### config.mk
export PLATFORM = sky130hd
export DESIGN_NAME = mod_counter
export DESIGN_NICKNAME = d
export VERILOG_FILES = /design/src/rtl/mod_counter.sv
export SDC_FILE = /design/constraint.sdc
export NUM_CORES = 1
export LEC_CHECK = 0
export ABC_AREA = 1
export CAP_MARGIN = 10
export CELL_PAD_IN_SITES_DETAIL_PLACEMENT = 0
export CELL_PAD_IN_SITES_GLOBAL_PLACEMENT = 1
export CORE_AREA = 2 2 39 41
export CTS_BUF_LIST = sky130_fd_sc_hd__clkbuf_8
export DETAILED_ROUTE_END_ITERATION = 12
export DIE_AREA = 0 0 41 43
export GPL_ROUTABILITY_DRIVEN = 0
export PLACE_DENSITY_LB_ADDON = 0.1
export SKIP_CTS_REPAIR_TIMING = 1
export SLEW_MARGIN = 40
export SYNTH_ARGS = -nofsm -noshare
export SYNTH_HDL_FRONTEND = slang
export SYNTH_SLANG_ARGS = --single-unit
### constraint.sdc
create_clock -name clk -period 1.52 [get_ports clk]
set_input_delay 0.38 -clock clk [delete_from_list [all_inputs] [get_ports clk]]
set_output_delay 0.38 -clock clk [all_outputs]
set_load 0.005 [all_outputs]
### src/rtl/mod_counter.sv
// -----------------------------------------------------------------------------
// mod_counter -- parametrised modulo up/down counter with an enable prescaler.
//
// The counter steps once every DIV enabled cycles. Each step moves up or down
// by one, and wraps at the boundaries: MAX goes to 0 when counting up, and
// 0 goes to MAX when counting down.
//
// Optional feature macro: MOD_COUNTER_SAT_EN
//   defined   : boundary steps saturate (hold at MAX / 0) and wrap stays 0.
//   undefined : wrap-around behaviour.
//
// Parameters
//   WIDTH     count width, 1..32
//   MAX       highest count value (modulus MAX+1), 1..2**WIDTH-1
//   DIV       prescale ratio, >= 1
//   RESET_VAL count value held in reset, <= MAX
//
// Ports
//   clk       in   clock, rising edge
//   rst       in   asynchronous active-high reset
//   en        in   count enable
//   load      in   synchronous load strobe (overrides en)
//   load_val  in   load value; values above MAX are clamped to MAX
//   up        in   direction: 1 = up, 0 = down
//   count     out  current count (registered)
//   tc        out  combinational: the next edge performs a boundary step
//   wrap      out  registered one-cycle pulse: count wrapped on the last edge
//
// Handshake: there is none. en/load/up are sampled on every rising edge, and
// count/wrap reflect that sample one cycle later.
// -----------------------------------------------------------------------------
module mod_counter #(
    parameter int unsigned     WIDTH     = 3,
    parameter longint unsigned MAX       = (64'd1 << WIDTH) - 64'd1,
    parameter int unsigned     DIV       = 1,
    parameter longint unsigned RESET_VAL = 0
) (
    input  logic             clk,
    input  logic             rst,
    input  logic             en,
    input  logic             load,
    input  logic [WIDTH-1:0] load_val,
    input  logic             up,
    output logic [WIDTH-1:0] count,
    output logic             tc,
    output logic             wrap
);

    localparam logic [WIDTH-1:0] MAX_V   = MAX[WIDTH-1:0];
    localparam logic [WIDTH-1:0] RESET_V = RESET_VAL[WIDTH-1:0];

    // High when the prescaler is on its last phase, i.e. an enabled cycle
    // right now would be a step.
    logic pre_last;

    generate
        if (DIV > 1) begin : g_pre
            localparam int unsigned       PRE_W    = $clog2(DIV);
            localparam logic [PRE_W-1:0]  PRE_LAST = PRE_W'(DIV - 1);

            logic [PRE_W-1:0] pre;

            always_ff @(posedge clk or posedge rst) begin
                if (rst) begin
                    pre <= '0;
                end else if (load) begin
                    pre <= '0;
                end else if (en) begin
                    if (pre == PRE_LAST) begin
                        pre <= '0;
                    end else begin
                        pre <= pre + 1'b1;
                    end
                end
            end

            assign pre_last = (pre == PRE_LAST);
        end else begin : g_no_pre
            assign pre_last = 1'b1;
        end
    endgenerate

    logic             at_bound;
    logic             step;
    logic [WIDTH-1:0] count_nxt;
    logic             wrap_nxt;

    // Boundary test is done before any arithmetic so that WIDTH bits never
    // overflow: at MAX/0 the boundary branch is taken instead of +1/-1.
    assign at_bound = up ? (count == MAX_V) : (count == '0);
    assign step     = en & ~load & pre_last;
    assign tc       = step & at_bound;

    always_comb begin
        count_nxt = count;
        wrap_nxt  = 1'b0;
        if (load) begin
            count_nxt = (load_val > MAX_V) ? MAX_V : load_val;
        end else if (step) begin
            if (at_bound) begin
`ifdef MOD_COUNTER_SAT_EN
                count_nxt = count;
`else
                count_nxt = up ? '0 : MAX_V;
                wrap_nxt  = 1'b1;
`endif
            end else if (up) begin
                count_nxt = count + 1'b1;
            end else begin
                count_nxt = count - 1'b1;
            end
        end
    end

    always_ff @(posedge clk or posedge rst) begin
        if (rst) begin
            count <= RESET_V;
            wrap  <= 1'b0;
        end else begin
            count <= count_nxt;
            wrap  <= wrap_nxt;
        end
    end

endmodule

==> metrics.md <==
| Metric | Value |
|---|---|
| Clock slew at reported path FFs | `0.03 ns` |
| Metal-1 WL | `329 um` |
| Synth Register Bits | `4` |
| Min Tclk post-route | `1.50 ns` |
| Worst-Margin Slew | `0.194 ns` |
| Final hold slack | `0.343 ns` |
| DRT Pass-1 Iters | `4` |
| DR top layer | `met4` |
| Wirelength per Cell | `9.39 um` |
| Max-slew violation count | `0` |
| WP buf/inv | `1` |
| Final period util | `98.7%` |
| Power density over cell area | `934 mW/mm2` |
| Area growth, synth to finish | `120%` |
| Crit-path leading delay family | `flip-flops` |
| Crit-path cells | `o21ai_2 -> nand3_2 -> nor2_2 -> clkbuf_2` |
| Crit path required time | `1.14 ns` |
| Yosys cell types | `12` |
| Max Cap Violations | `0` |
| Clock sinks | `4` |
| Peak VDD IR | `403 uV` |
| Met2 wire length | `409 um` |
| Total Routing Usage GR | `10.6%` |
| Final TNS setup | `0 ns` |
| Share of cells above drive strength 1 | `40.6%` |
| HPWL Detailed | `634 um` |
| Syn avg cell area | `6.79 um2` |
| Critical Path Sink Type | `output pin` |
| Outcome | `completed` |
| Int Pwr | `407 uW` |
| Setup Crit Path Kind | `reg2out` |
| Min-delay worst type | `in2async` |
| Worst stage delay on the critical path | `0.43 ns` |
| Initial antenna violation count | `0` |
| Global-route wire length before repair | `1.20 mm` |
| Place WS | `-0.608 ns` |
| RSZ-0062 raised after global routing | `true` |
| Routed WL | `798 um` |
| Sequential power share | `24.6%` |
| Final Hold Viols | `0` |
| GRT overflow | `0` |
| Die Footprint | `0.00176 mm2` |
| Vias per std cell | `4.11` |
| Initial Util | `19.6%` |
| Die Wd | `41 um` |
| WL met3 | `37 um` |
| Leakage power | `0.357 nW` |
| Max-slew headroom | `87.0%` |
| Synthesized instance count | `40` |
| Initial DRC Count | `2` |
| Floorplan core area | `0.00138 mm2` |
| Sw power | `151 uW` |
| Deepest clock path buffer count | `2` |
| Number of port buffers | `12` |
| IO Pins | `13` |
| Via count | `349` |
| Chip Height | `43 um` |
| DRC | `0` |
| CP Launch Type | `register` |
| Worst Skew | `0.00486 ns` |
| Clk_lat worst skew | `0.22 ns` |
| Final worst slack | `0.0196 ns` |
| Final Setup Violations | `0` |
| Root Buffer | `clkbuf_8` |
| Seq/Total Area, Yosys | `36.9%` |
| NumNets Final | `80` |
| Vias in the first global route | `321` |
| FP Rows | `14` |
| Largest net degree at the start of global routing | `5` |
| # diodes | `0` |
| YS warnings | `0` |
| CTS tree | `yes` |
| ANT nets after route | `0` |
| H-tree levels | `1` |
| Max Clk Rate | `0.666 GHz` |
| Sw Ratio | `27.1%` |
| Crit path arrival time | `1.12 ns` |
| CTS Buf Count | `3` |
| Clock share of power | `40.1%` |
| CP Max Fanout | `4` |
| Slowest library cell on the worst path | `dfrtp_2` |
| Combinational power share | `35.3%` |
| Post-Syn Area | `272 um2` |
| Net Count, Synth | `49` |
layout by cell type (no fill, tap or decap):
cell type / Yosys / routed
a22oi_1: 2 / 2
nand4_1: 1 / 1
clkbuf_8: 0 / 3
buf_4: 0 / 11
inv_2: 1 / 2
dfrtp_1: 4 / 2
o211ai_1: 1 / 1
nor2_2: 1 / 2
nand3_2: 0 / 1
nand2_2: 0 / 1
nor2_1: 3 / 2
clkbuf_2: 0 / 1
nand2_1: 17 / 16
dlymetal6s2s_1: 0 / 6
fa_2: 0 / 1
o21ai_2: 0 / 1
buf_6: 0 / 3
inv_1: 6 / 5
clkdlybuf4s50_1: 0 / 5
nand3_1: 2 / 1
dfrtp_2: 0 / 2
synthesized netlist by cell type:
cell type	instances	area share, %
a22oi_1	2	5.5
dfrtp_1	4	37
fa_1	1	7.4
inv_1	6	8.3
inv_2	1	1.4
nand2_1	17	24
nand3_1	2	3.7
nand4_1	1	2.3
nor2_1	3	4.1
nor2_2	1	2.3
o211ai_1	1	2.8
o21ai_1	1	1.8
sequential cells by signal (all words and copies together), names as in the netlist:
register	cells
wrap	1
count	3
final cells by class:
class | instances | area (um2)
clock buffer | 3 | 41.3
fill | 143 | 786
inverter | 7 | 26.3
multi-input combinational | 29 | 161
sequential | 4 | 103
tap | 16 | 20.0
timing repair buffer | 26 | 246
metal layers:
layer,track usage (%),vias to the layer above
li1,-,186
met3,1.57,2
met2,15.9,8
met4,10.0,0
met1,11.8,153
met5,0,-
power groups by stage:
stage               logic (mW)  clock network (mW)  registers [mW]
floorplan               0.0671                   0           0.136
global placement         0.180                   0           0.133
finish                   0.197               0.224           0.137
detailed placement       0.181                   0           0.134
global route             0.221               0.238           0.139
CTS                      0.182               0.228           0.133
path summary, 6_finish.rpt:
check                         start       end  slack [ns]  cells after the start
max in group asynchronous       rst  count[1]        1.02                      2
min in group clk               load      wrap        0.57                      5
min                             rst  count[2]        0.34                      2
max reg2reg                count[0]  count[1]        0.14                      6
max                        count[0]        tc        0.02                      4
min reg2reg                count[0]  count[0]        0.65                      2
metrics by stage:
step,instances,instance area (um2),power [mW],util (%)
2_1_floorplan,40,272,0.203,-
3_3_place_gp,80,502,0.313,36.3
3_5_place_dp,80,502,0.314,36.3
4_1_cts,83,543,0.543,39.2
5_1_grt,85,598,0.598,43.2
6_report,85,598,0.559,43.2
cell families after synthesis:
logic type      count (synthesis)  synth area share [%]
fa+ha+maj                       1                  7.37
buf+inv                         7                  9.68
flops                           4                  36.9
compound gates                  4                  10.1
simple gates                   24                  35.9
Note: power is estimated with default switching activity, not from simulation.
